## config.mk

```make
export PLATFORM = sky130hd
export DESIGN_NAME = div_sequencer
export DESIGN_NICKNAME = d
export VERILOG_FILES = /design/src/rtl/div_sequencer.sv
export SDC_FILE = /design/constraint.sdc
export NUM_CORES = 1
export LEC_CHECK = 0
export ABC_CLOCK_PERIOD_IN_PS = 19500
export CORE_ASPECT_RATIO = 1.75
export CORE_MARGIN = 4
export CORE_UTILIZATION = 35
export DETAILED_ROUTE_END_ITERATION = 7
export HOLD_SLACK_MARGIN = 0.08
export SLEW_MARGIN = 30
export SYNTH_ARGS = -nofsm -noshare
export SYNTH_HDL_FRONTEND = slang
export SYNTH_SLANG_ARGS = --single-unit
```

## constraint.sdc

```tcl
create_clock -name clk -period 19.5 [get_ports clk]
set_clock_uncertainty 0.1 [all_clocks]
set_input_delay 2.925 -clock clk [delete_from_list [all_inputs] [get_ports clk]]
set_output_delay 2.925 -clock clk [all_outputs]
set_load 0.005 [all_outputs]
```

## src/rtl/div_sequencer.sv

```systemverilog
// div_sequencer: multi-cycle restoring divider for DIV/DIVU with pipeline stall/flush handshake.
// Optional macro DIV_ZERO_SKIP_EN: a zero divisor bypasses the 32 BUSY cycles and completes next cycle.
`default_nettype none

module div_sequencer (
  input  logic        clk,
  input  logic        rst,
  input  logic        startE,
  input  logic        signedE,
  input  logic        flushE,
  input  logic [31:0] srcaE,
  input  logic [31:0] srcbE,
  output logic        stallE,
  output logic        ready,
  output logic [31:0] hi,
  output logic [31:0] lo
);

  typedef enum logic [1:0] {
    IDLE = 2'd0,
    BUSY = 2'd1,
    DONE = 2'd2
  } state_t;

  state_t      state;
  logic [31:0] quo;
  logic [31:0] dvsr;
  logic [31:0] dvnd;
  logic [32:0] rem;
  logic [5:0]  count;
  logic        sign_a;
  logic        sign_b;
  logic        signed_op;

  logic        a_neg;
  logic        b_neg;
  logic [31:0] abs_a;
  logic [31:0] abs_b;
  logic [32:0] rem_sh;
  logic [32:0] diff;
  logic        bit_ok;
  logic [32:0] rem_nxt;
  logic [31:0] quo_nxt;
  logic [31:0] q_fix;
  logic [31:0] r_fix;

  assign a_neg = signedE & srcaE[31];
  assign b_neg = signedE & srcbE[31];
  assign abs_a = a_neg ? (~srcaE + 32'd1) : srcaE;
  assign abs_b = b_neg ? (~srcbE + 32'd1) : srcbE;

  // One restoring step: shift in the next dividend bit, keep the subtraction only if it did not borrow.
  assign rem_sh  = {rem[31:0], quo[31]};
  assign diff    = rem_sh - {1'b0, dvsr};
  assign bit_ok  = ~diff[32];
  assign rem_nxt = bit_ok ? diff : rem_sh;
  assign quo_nxt = {quo[30:0], bit_ok};

  // Overflow case (MIN / -1) falls out naturally: |MIN| = 0x80000000 and its negation is itself.
  assign q_fix = (signed_op & (sign_a ^ sign_b)) ? (~quo_nxt + 32'd1) : quo_nxt;
  assign r_fix = (signed_op & sign_a) ? (~rem_nxt[31:0] + 32'd1) : rem_nxt[31:0];

  assign stallE = !rst && !flushE &&
                  (((state == IDLE) && startE) || (state == BUSY));

  always_ff @(posedge clk or posedge rst) begin
    if (rst) begin
      state     <= IDLE;
      quo       <= 32'd0;
      dvsr      <= 32'd0;
      dvnd      <= 32'd0;
      rem       <= 33'd0;
      count     <= 6'd0;
      sign_a    <= 1'b0;
      sign_b    <= 1'b0;
      signed_op <= 1'b0;
      hi        <= 32'd0;
      lo        <= 32'd0;
      ready     <= 1'b0;
    end else begin
      ready <= 1'b0;
      case (state)
        IDLE: begin
          if (startE && !flushE) begin
            quo       <= abs_a;
            dvsr      <= abs_b;
            dvnd      <= srcaE;
            rem       <= 33'd0;
            count     <= 6'd0;
            sign_a    <= srcaE[31];
            sign_b    <= srcbE[31];
            signed_op <= signedE;
`ifdef DIV_ZERO_SKIP_EN
            if (srcbE == 32'd0) begin
              state <= DONE;
              hi    <= srcaE;
              lo    <= 32'hFFFF_FFFF;
              ready <= 1'b1;
            end else begin
              state <= BUSY;
            end
`else
            state <= BUSY;
`endif
          end
        end
        BUSY: begin
          if (flushE) begin
            state <= IDLE;
          end else begin
            rem   <= rem_nxt;
            quo   <= quo_nxt;
            count <= count + 6'd1;
            if (count == 6'd31) begin
              state <= DONE;
              ready <= 1'b1;
              if (dvsr == 32'd0) begin
                hi <= dvnd;
                lo <= 32'hFFFF_FFFF;
              end else begin
                hi <= r_fix;
                lo <= q_fix;
              end
            end
          end
        end
        DONE:    state <= IDLE;
        default: state <= IDLE;
      endcase
    end
  end

endmodule

`default_nettype wire

```

### Yosys cells after proc, flatten, opt, wreduce, memory -nomap -nowiden

Cells that the tools add are included.

* flip-flop bits (word level): 204
* input port bits: 69
* output and inout bits: 66
* logic and storage cells: 71

* add/subtract/negate cells: 6
* equal/unequal tests: 5
* multiplexer cells: 23
* bitwise operators: 11
* reduce and logical (&&, ||, !) cells: 14

Operators by type and width (number)
* $mux W32: 11
* $add A32 B1 Y32 const B: 4
* $not A32 Y32: 4
* $pmux W32 S2: 2
* $sub A33 B32 Y33: 1
* $logic_not A32 Y1: 1
* $mux W6: 2
* $pmux W6 S2: 1
* $add A6 B1 Y6 const B: 1
* $eq A6 B5 Y1 const B: 1
* $mux W2: 3
* $reduce_and A3 Y1: 2
* $and A1 B1 Y1: 4
* $logic_and A1 B1 Y1: 4
* $pmux W2 S2: 1
* $reduce_and A2 Y1: 2
* $mux W1: 3
* $ne A3 B2 Y1 const B: 1
* $eq A2 B1 Y1 const B: 1
* $logic_not A1 Y1: 2
* $logic_not A2 Y1: 1
* $ne A2 B1 Y1 const B: 1
* $ne A2 B2 Y1 const B: 1
* $not A1 Y1: 2
* other kinds (3): 3

### Depth between registers and ports, before layout

Gate-level depths: netlist of the first run.

* depth in word-level cells: 6
* mapped depth: 25
* depth with buffers taken out: 23

### Least setup slack after synthesis of the first run

Ideal clock, no wire load.

* kind: input to output
* start point: in flushE
* end point: out stallE
* data arrival time: 3.821 ns
* required time: 16.475 ns
* path slack: 12.654 ns
* stages on the path: 4
* buffers on the path: 1
* cell sequence: nor4b_1 -> nor2_1 -> clkbuf_1 -> nor2_1

* word-level cells in the longest chain between the ends: 3

Ends and longest elaborated chain
* start, declared: line 10 `input logic flushE,`
* $logic_not A1 Y1: line 63 `assign stallE = !rst && !flushE &&`
* $logic_and A1 B1 Y1 (2 in series): line 63
* end, declared: line 13 `output logic stallE,`

No other way between the ends.

### Worst setup path in the final report of the first run

Ends and elaborated chain as after synthesis.

==> results of run 1 <==
==> synthesized netlist by cell type, drive strengths merged (4+ instances only) <==
library cell,count
and2,11
nand3,22
o31ai,17
xnor2,73
a31oi,21
clkbuf,64
or4,9
or2,4
o21ai,170
nor4,29
nand3b,4
nor3,32
a211oi,13
ha,37
buf,20
o41ai,5
o211ai,7
nand2b,11
dfrtp,203
nand4,12
xor2,60
mux2i,30
inv,61
nand2,291
o211a,4
nor2,163
nor4b,5
o22ai,4
a21oi,185
a21o,11
or3,17
nor2b,5
and3,17
==> cell usage in the layout, fill, tap and decap left out, drive strengths merged, types with 4 or more instances in the layout <==
| master | n |
|---|---|
| o41ai | 5 |
| xor2 | 60 |
| nand2 | 291 |
| or4 | 9 |
| nor4 | 29 |
| o31ai | 17 |
| clkdlybuf4s50 | 134 |
| nor2b | 5 |
| o21ai | 170 |
| nor4b | 5 |
| xnor2 | 73 |
| clkbuf | 28 |
| inv | 60 |
| nand3 | 22 |
| and2 | 11 |
| clkinv | 7 |
| buf | 22 |
| ha | 37 |
| o211ai | 7 |
| a31oi | 21 |
| nor2 | 163 |
| mux2i | 30 |
| dfrtp | 203 |
| o22ai | 4 |
| a21o | 11 |
| nand3b | 4 |
| a21oi | 185 |
| and3 | 17 |
| or2 | 4 |
| nand2b | 11 |
| o211a | 4 |
| or3 | 17 |
| a211oi | 13 |
| nor3 | 32 |
| nand4 | 12 |
==> metal layers <==
layer | vias to the layer above | share of wire [%]
met5 | - | 0
met4 | 0 | 4.0
met3 | 80 | 3.6
met2 | 270 | 53
met1 | 5515 | 39
li1 | 5966 | -
==> power by group <==
part,total (mW),switching [mW],internal (mW)
Clock,0.405,0.178,0.227
Combinational,1.23,0.763,0.463
Sequential,0.580,0.0867,0.493
Total,2.21,1.03,1.18
==> cell type report <==
type	count	area, sq um	share of cell area, %
clock buffer	28	592	3.75
tap	480	601	3.81
antenna	2	5.00	0.0317
timing repair buffer	156	1530	9.68
inverter	61	241	1.53
sequential	203	5080	32.2
clock inverter	9	82.6	0.524
multi-input combinational	1310	7640	48.4
==> tightest hold or removal path: stages (launching register included) <==
cell     delay [ps]
dfrtp_1         340
nand2_1          50
nand2_1          50
==> cells by family (layout without fill, tap and decap cells) <==
group	Yosys count	in the layout
simple gates	639	639
compound gates	468	468
flops	203	203
buf+inv	145	254
xor+xnor	133	133
fa+ha+maj	38	38
mux	32	32
other cells	0	2
==> metrics by stage <==
step / setup slack (ps) / util (%)
detailed placement: 11600 / 40.1
global placement: 11600 / 40.1
global route: 11500 / 42.0
floorplan: 10940 / -
finish: 11600 / 42.0
CTS: 11580 / 41.9
==> flip-flops by register name (all words and copies together), names as in the netlist <==
register / cells
sign_b: 1
hi: 32
quo: 32
rem: 32
signed_op: 1
state: 2
ready: 1
count: 6
lo: 32
dvnd: 32
dvsr: 32
==> path summary, 6_finish.rpt <==
check / from / to / slack, ps / cells past startpoint
setup / recovery: flushE / stallE / 11600 / 6
hold / removal: dvnd[14] / dvnd[14] / 370 / 2
setup reg to reg: quo[31] / hi[30] / 13580 / 22
hold reg to reg: dvnd[14] / dvnd[14] / 370 / 2
max in group asynchronous: rst / hi[14] / 15250 / 4
min in group asynchronous: rst / hi[1] / 2860 / 2
==> summary.md, run 1 <==
| Metric | Value |
|---|---|
| Crit-path cells | clkdlybuf4s50_1 > nor4b_2 > buf_4 > nor2_4 > nor2_1 > clkdlybuf4s50_1 |
| DR pass1 iterations | 7 |
| Largest cells by area after synthesis | dfrtp_1 38%, nand2_1 8.2%, a21oi_1 6.9% |
| CP Buf/Inv Count | 3 |
| TritonCTS Sinks | between 200 and 250 |
| Slew Limit Fails | 0 |
| Share of cells above drive strength 1 | under 10% |
| Multiplexer area fraction after synthesis | 2.49% |
| Worst-path clk slew | 60 ps |
| Max Cap Viol | 0 |
| Post-layout min period | 7900 ps |
| Area leader, netlist | dfrtp_1 |
| HPWL Detailed | 29,800 um |
| Area delta synth->final | 18.7% |
| Most used cell, CP | clkdlybuf4s50_1 |
| Tightest Pin Transition | 936 ps |
| Largest family of logic cells by synthesized area | simple AND/OR/NAND/NOR gates |
| GR Util met1 | 21.1% |
| Pin count of the biggest net entering global routing | 137 |
| CTS buffer count | 21 |
| Final Hold Fails | 0 |
| Met3 GRT Util | 1.90% |
| Ys Warns | 0 |
| Number of synthesized register bits | ~200 |
| Most used DFF post-synth | dfrtp_1 |
| Netlist cell types | 76 |
| Avg WL per Cell | 17.4 um |
| Yosys top cell area share | 38.2% |
| Post-Syn Area | between 0.01 and 0.015 sq mm |
| Hold Crit Class | flip-flop to flip-flop |
| VDD IR max | roughly 0.089 mV |
| Non-Filler Cell Area, Final | 0.0158 sq mm |
| Slew HR | 37.3% |
| Starting density of the core | around 35% |
| Post-synth EDFFs | 0 |
| Endpoints failing setup | 0 |
| Vias in the first global route | roughly 12,000 |
| Post-DP Area | 0.0151 sq mm |
| Nets | 1,860 |
| Cell count after synthesis | 1,658 |
| Clock Tree Root | clkbuf_16 |
| Core area | 0.0375 sq mm |
| Status | complete, no violations |
| CTS tree | built |
| GRT Total Usage | 18.7% |
| Post-route ant nets | 0 |
| Via count | 11,800 |
| Synth Net Count | 1,765 |
| Max FO, Critical Path | 39 |
| Critical path class | input pin to output port |
| Post-Synth Simple-Gate Area | 21.7% |
| Adder-Cell Fraction of Synth Area | 3.64% |
| FILL cells | 3,738 |
| CP delay by family, top | buffers and inverters |
| CP max-delay cell | clkdlybuf4s50_1 |
| Avg Cell Area, Syn | 8.01 sq um |
| Critical Path Start Type | input pin |
| First-pass GRT wire length | 63,100 um |
| Initial antenna violation count | 2 |
| RSZ-0062 raised after global routing | no |
| Post-cts hold buffer count | 0 |
| Critical path's largest stage delay | 520 ps |
| Fin cells | 2,249 |
| Power Total | 2.21 mW |
| Chip Height | between 200 and 300 um |
| Drt total wl | just under 40,000 um |
| M2 GR Usage | about a third |
| Fin crit share | 40.5% |
| Total Neg Setup Slack | 0 ps |
| DIE AREA | 0.0413 sq mm |
| # IOs | 135 |
| Sequential area share after synthesis | 38.2% |
| Compound-Gate Fraction of Synth Area | 20.6% |
| Placer Congestion | 0.861 |
| Fmax | approximately 130 MHz |
| Static leakage | between 6 and 7 nW |
| DRT iter0 DRCs | 570 |
| CP Capture Type | output port |
| Grt ovf | 0 |
| Via density | between 5 and 6 |
| Busiest grt layer | met2 |
| Fin Hold WS | 371 ps |
| Remaining DRCs | 0 |
| Pwr dens | 140 mW/mm^2 |
| Die width | about 160 um |
| WP data arrival | 4880 ps |
| # Post-CTS Setup Buffers | 0 |
| Clock Tree Buf Depth | 3 |
| H-tree depth | 1 |
| IO Port Bufs | 134 |
| Post-synthesis xor/xnor area fraction | 8.91% |
| Worst Path Required | 16,480 ps |
| Inst Count DP | 2,209 |
| Post-synth ARST share | 100% |
| FP Rows | 94 |
| # resized after CTS | 0 |
| Clock Latency Late Sink | 510 ps |
Power figures use the tool's default switching activity.
==> run 2: changes to the inputs <==
- ABC_CLOCK_PERIOD_IN_PS: 19500 -> 7220
- clock period: 19.5 -> 7.22 ns (I/O delays scaled with it)
==> summary.md, run 2 (synthesis results as in run 1) <==
| Metric | Value |
|---|---|
| Slew HR | 42.3% (+5.0 points) |
| Pwr dens | 384 mW/mm^2 (+170%) |
| DRT iter0 DRCs | 656 (+15%) |
| Worst r2r src | quo[31] |
| Max Cap Viol | 0 (unchanged) |
| Vias in the first global route | 12,100 (+2.5%) |
| Reg2reg setup slack | 1520 ps (-12,060 ps) |
| Clock Tree Root | clkbuf_16 |
| IO Port Bufs | 134 (unchanged) |
| Via density | 5.34 (+1.5%) |
| Finished Core Util | 42.1% (+0.083 points) |
| Avg WL per Cell | 17.7 um (+1.7%) |
| Worst Path Required | 7570 ps (-8910 ps) |
| Post-cts hold buffer count | 0 (unchanged) |
| # IOs | 135 (unchanged) |
| Cells on Worst Hold Path | 2 (unchanged) |
| Total Neg Setup Slack | 0 ps (unchanged) |
| Placer Congestion | 0.889 (+3.3%) |
| H-tree depth | 1 (unchanged) |
| Post-route ant nets | 0 (unchanged) |
| Post-DP Area | 0.0151 sq mm (unchanged) |
| Critical Path Start Type | flip-flop |
| HPWL Detailed | 30,200 um (+1.4%) |
| Hold Crit Class | flip-flop to flip-flop |
| Area delta synth->final | 18.9% |
| NetSw | 2.80 mW (+170%) |
| Final Hold Fails | 0 (unchanged) |
| Sequential power share | 25.9% (-0.3 points) |
| GRT Total Usage | 19.3% (+0.67 points) |
| Die width | 155 um (unchanged) |
| Worst hold start | dvnd[14] |
| Depth of the most critical reg-to-reg path | 22 (unchanged) |
| RSZ-0062 raised after global routing | no |
| Starting density of the core | 35.4% (unchanged) |
| Tightest Pin Transition | 864 ps (-71.6 ps) |
| Fin crit share | between 70 and 80% |
| First-pass GRT wire length | 65,500 um (+3.9%) |
| Grt ovf | 0 (unchanged) |
| Critical path class | flip-flop to flip-flop |
| Share of cells above drive strength 1 | 5.44% (+0.17 points) |
| Net Sw Frac | 46.3% (-0.19 points) |
| Slew Limit Fails | 0 (unchanged) |
| Max FO, Critical Path | 8 (-79%) |
| DR pass1 iterations | 6 (-1) |
| Clock Tree Buf Depth | 3 (unchanged) |
| Static leakage | 6.88 nW (+0.24%) |
| Clock network fraction of total power | 19.5% (+1.2 points) |
| Int Pwr | 3.26 mW (+180%) |
| FP Rows | 94 (unchanged) |
| Pin count of the biggest net entering global routing | 129 (-5.8%) |
| Commonest non-fill, non-tap cells in the layout | 291 x nand2_1, 203 x dfrtp_1, 182 x a21oi_1, 161 x o21ai_0, 160 x nor2_1 |
| Reg-to-reg critical path endpoint | hi[28] |
| Post-layout min period | 5700 ps |
| Inst Count DP | 2,208 (-0.045%) |
| Comb power frac | 54.6% (-0.9 points) |
| WHS Endpoint | dvnd[14] |
| # resized after CTS | 0 (unchanged) |
| CTS buffer count | 21 (unchanged) |
| Status | complete, no violations |
| Remaining DRCs | 0 (unchanged) |
| WP data arrival | 6050 ps (+1170 ps) |
| TritonCTS Sinks | 203 (unchanged) |
| Fin cells | 2,246 (-0.13%) |
| FILL cells | 3,789 (+1.4%) |
| Worst-path clk slew | 70 ps (about the same) |
| Endpoints failing setup | 0 (unchanged) |
| Chip Height | 266 um (unchanged) |
| Commonest non-fill, non-tap cell in the layout | nand2_1 |
| Drt total wl | 39,800 um (+1.6%) |
| Core area | 0.0375 sq mm (unchanged) |
| ANT cells | 0 (-2) |
| VDD IR max | 0.219 mV (+150%) |
| CTS tree | built |
| Initial antenna violation count | 0 (-2) |
| # Post-CTS Setup Buffers | 0 (unchanged) |
| DIE AREA | 0.0413 sq mm (unchanged) |
| Fmax | 175 MHz |
| Nets | 1,858 (-0.11%) |
| Clock Latency Late Sink | 530 ps (+20 ps) |
| Via count | 12,000 (+1.4%) |
| CP Capture Type | flip-flop |
| Non-Filler Cell Area, Final | 0.0158 sq mm (+0.20%) |
[run 2: cell type report]
type | instances | area (sq um) | share of cell area (%)
clock buffers | 23 | 553 | 3.50
clock inverters | 15 | 185 | 1.17
inverters | 61 | 244 | 1.54
multi-input cells | 1310 | 7640 | 48.4
flip-flops and latches | 203 | 5080 | 32.2
well taps | 480 | 601 | 3.80
repair buffers | 154 | 1490 | 9.44
[run 2: power groups by stage]
stage / clock (mW) / sequential [mW] / combinational (mW)
2_1_floorplan: 0 / 1.51 / 2.58
3_3_place_gp: 0 / 1.58 / 3.26
3_5_place_dp: 0 / 1.58 / 3.29
4_1_cts: 1.21 / 1.56 / 3.30
5_1_grt: 1.25 / 1.60 / 3.70
6_report: 1.18 / 1.57 / 3.31
[run 2: worst max-delay path by stage]
stage,end,depth (start not counted),slack (ps),startpoint
after CTS,hi[30],22,1480,quo[31]
after global routing,hi[30],22,1010,quo[31]
after floorplan,count[0],1,500,rst
after global placement,hi[28],22,1580,quo[31]
final,hi[28],22,1520,quo[31]
after detailed placement,hi[30],22,1480,quo[31]
[run 2: per-layer routing]
metal	part of all wire [%]	global-route usage [%]
met4	3.2	6.54
met5	0	0
met2	54	37.1
met1	39	22.2
met3	3.8	1.82
[run 2: through the flow]
stage | hold slack, ps | setup WS (ps) | total power [mW]
after floorplan | 337 | 498 | 4.09
after global placement | 353 | 1580 | 4.83
after detailed placement | 358 | 1480 | 4.87
after CTS | 377 | 1480 | 6.08
after global routing | 408 | 1010 | 6.54
final | 374 | 1520 | 6.06
[run 2: critical path, cell delays in order, from the launching register on]
cell and delay [ps]:
dfrtp_1 380, inv_1 80, ha_1 220, fa_1 400, nand2b_1 220, a21oi_4 200, o211ai_2 120, a211o_1 420
a21boi_4 300, a21oi_4 110, xnor2_4 380, inv_2 90, a21oi_1 250, ha_1 310, and3_1 200, nand4_1 130
or4_1 460, nor3_1 150, a21oi_1 240, nor4b_2 400, and3_1 200, o21ai_1 60, a31oi_1 190
==> run 3: changes to the inputs <==
- ABC_CLOCK_PERIOD_IN_PS: 7220 -> 5800
- clock period: 7.22 -> 5.8 ns (I/O delays scaled with it)
==> summary.md, run 3 (synthesis results as in run 1) <==
| Metric | Value |
|---|---|
| Status | complete, no violations |
| CP Buf/Inv Count | 3 (+1) |
| Nets | 1,864 (+0.32%) |
| Max Cap Viol | 0 (unchanged) |
| Slew Limit Fails | 0 (unchanged) |
| Worst hold start | dvnd[14] |
| Pin count of the biggest net entering global routing | 141 (+9.3%) |
| Placer Congestion | 0.892 (+0.35%) |
| Reg-to-reg critical path endpoint | hi[28] |
| WP data arrival | 5770 ps (-280 ps) |
| H-tree depth | 1 (unchanged) |
| Post-route ant nets | 0 (unchanged) |
| Reg2reg setup slack | 370 ps (-1150 ps) |
| Grt ovf | 0 (unchanged) |
| First-pass GRT wire length | 63,900 um (-2.5%) |
| Initial antenna violation count | 0 (unchanged) |
| Fin Hold WS | 377 ps (+2.79 ps) |
| Endpoints failing setup | 0 (unchanged) |
| Share of cells above drive strength 1 | 5.48% (+0.044 points) |
| HPWL Detailed | 30,200 um (about the same) |
| DIE AREA | 0.0413 sq mm (unchanged) |
| Slew HR | 37.3% (-5.0 points) |
| TritonCTS Sinks | 203 (unchanged) |
| Pwr dens | 478 mW/mm^2 (+25%) |
| VDD IR max | 0.366 mV (+67%) |
| Hold Crit Class | flip-flop to flip-flop |
| Max FO, Critical Path | 8 (unchanged) |
| FILL cells | 3,788 (-0.026%) |
| Commonest non-fill, non-tap cell in the layout | nand2_1 |
| CTS buffer count | 21 (unchanged) |
| Post-DP Area | 0.0151 sq mm (+0.26%) |
| Clock Latency Late Sink | 520 ps (about the same) |
| Starting density of the core | 35.4% (unchanged) |
| Worst r2r src | quo[31] |
| Static leakage | 6.89 nW (+0.13%) |
| Clock network fraction of total power | 18.7% (-0.8 points) |
| Remaining DRCs | 0 (unchanged) |
| Post-cts hold buffer count | 0 (unchanged) |
| Fin crit share | 93.6% (+15 points) |
| Core area | 0.0375 sq mm (unchanged) |
| Post-layout min period | 5430 ps (-275 ps) |
| Vias in the first global route | 12,000 (-0.79%) |
| Die width | 155 um (unchanged) |
| Worst-path clk slew | 70 ps (about the same) |
| Via count | 11,900 (-0.43%) |
| Int Pwr | 4.06 mW (+25%) |
| Crit path from | quo[31] |
| Tightest Pin Transition | 941 ps (+77.0 ps) |
| Levels on crit path | 23 (+4.5%) |
| DRT iter0 DRCs | 749 (+14%) |
| CP max-delay cell | or4_1 |
| NetSw | 3.50 mW (+25%) |
| ANT cells | 0 (unchanged) |
| Critical path class | flip-flop to flip-flop |
| Via density | 5.31 (-0.60%) |
| # IOs | 135 (unchanged) |
| Critical Path Sink | hi[28] |
| IO Port Bufs | 134 (unchanged) |
| DR pass1 iterations | 5 (-1) |
| Critical Path Start Type | flip-flop |
| Crit-path cells | inv_1 > ha_1 > fa_1 > nand2b_1 > a21oi_4 > o211ai_2 > a211o_1 > a21boi_4 > a21oi_4 > xnor2_4 > inv_2 > a21oi_1 > ha_1 > and3_1 > nand4_1 > or4_1 > nor3_1 > a21oi_2 > nor4b_2 > buf_4 > and3_1 > o21ai_1 > a31oi_1 |
| Final Hold Fails | 0 (unchanged) |
| Clock Tree Buf Depth | 3 (unchanged) |
| CP Capture Type | flip-flop |
| Avg WL per Cell | 17.6 um (-0.53%) |
| CP delay by family, top | compound AO/OA/AOI/OAI gates |
| Comb power frac | 55.4% (+0.8 points) |
| CTS tree | built |
| Chip Height | 266 um (unchanged) |
| FP Rows | 94 (unchanged) |
| Sequential power share | 25.9% (about the same) |
| Depth of the most critical reg-to-reg path | 23 (+4.5%) |
| Finished Core Util | 42.1% (about the same) |
| Commonest non-fill, non-tap cells in the layout | 291 x nand2_1, 203 x dfrtp_1, 181 x a21oi_1, 161 x o21ai_0, 160 x nor2_1 |
| Clock Tree Root | clkbuf_16 |
| Net Sw Frac | 46.3% (about the same) |
| Fmax | 184 MHz (+5.1%) |
| Worst Path Required | 6140 ps (-1430 ps) |
| Area delta synth->final | 18.9% (about the same) |
| Drt total wl | 39,700 um (-0.35%) |
| GRT Total Usage | 19.0% (-0.36 points) |
| Non-Filler Cell Area, Final | 0.0158 sq mm (about the same) |
| Critical path's largest stage delay | 450 ps (about the same) |
run 3: per-layer routing:
metal	GRT usage, %	up-vias	part of all wire, %
li1	-	5976	-
met1	21.1	5659	39
met2	37.5	247	55
met3	1.93	65	3.7
met4	5.47	0	2.4
met5	0	-	0
run 3: worst min-delay path by stage:
stage	end	cells after the start
2_1_floorplan	dvnd[6]	2
3_3_place_gp	dvnd[14]	2
3_5_place_dp	dvnd[27]	2
4_1_cts	dvnd[14]	2
5_1_grt	dvnd[19]	2
6_report	dvnd[14]	2
run 3: per-stage QoR:
| step | worst slack, ps | power [mW] | TNS (ps) | instances |
|---|---|---|---|---|
| after floorplan | 630 | 5.09 | 0 | 1658 |
| after global placement | 376 | 6.07 | 0 | 2213 |
| after detailed placement | 283 | 6.12 | 0 | 2213 |
| after CTS | 285 | 7.56 | 0 | 2249 |
| after global routing | -18.2 | 8.13 | -31.6 | 2250 |
| final | 372 | 7.55 | 0 | 2250 |
run 3: repair_timing:
action | 4_1_cts | 5_1_grt
hold endpoints to repair | 0 | 0
resized for setup | 0 | 1
setup buffers | 0 | 1
endpoints found under the setup margin | 0 | 4
run 3: power by group through the flow:
stage | Sequential, mW | Clock, mW | Combinational (mW)
floorplan | 1.87 | 0 | 3.22
detailed placement | 1.97 | 0 | 4.15
global placement | 1.96 | 0 | 4.11
finish | 1.96 | 1.41 | 4.19
CTS | 1.95 | 1.45 | 4.16
global route | 1.99 | 1.50 | 4.64
run 3: final cells by class:
class / instances / area, sq um / area share, %
Multi-Input combinational cell: 1310 / 7640 / 48.4
Sequential cell: 203 / 5080 / 32.2
Timing Repair Buffer: 160 / 1550 / 9.81
Tap cell: 480 / 601 / 3.80
Clock buffer: 25 / 551 / 3.49
Inverter: 61 / 233 / 1.47
Clock inverter: 11 / 138 / 0.871
run 3: tightest hold or removal path: stages, from the launching register on:
cell and delay (ps):
dfrtp_1 340, nand2_1 50, nand2_1 60
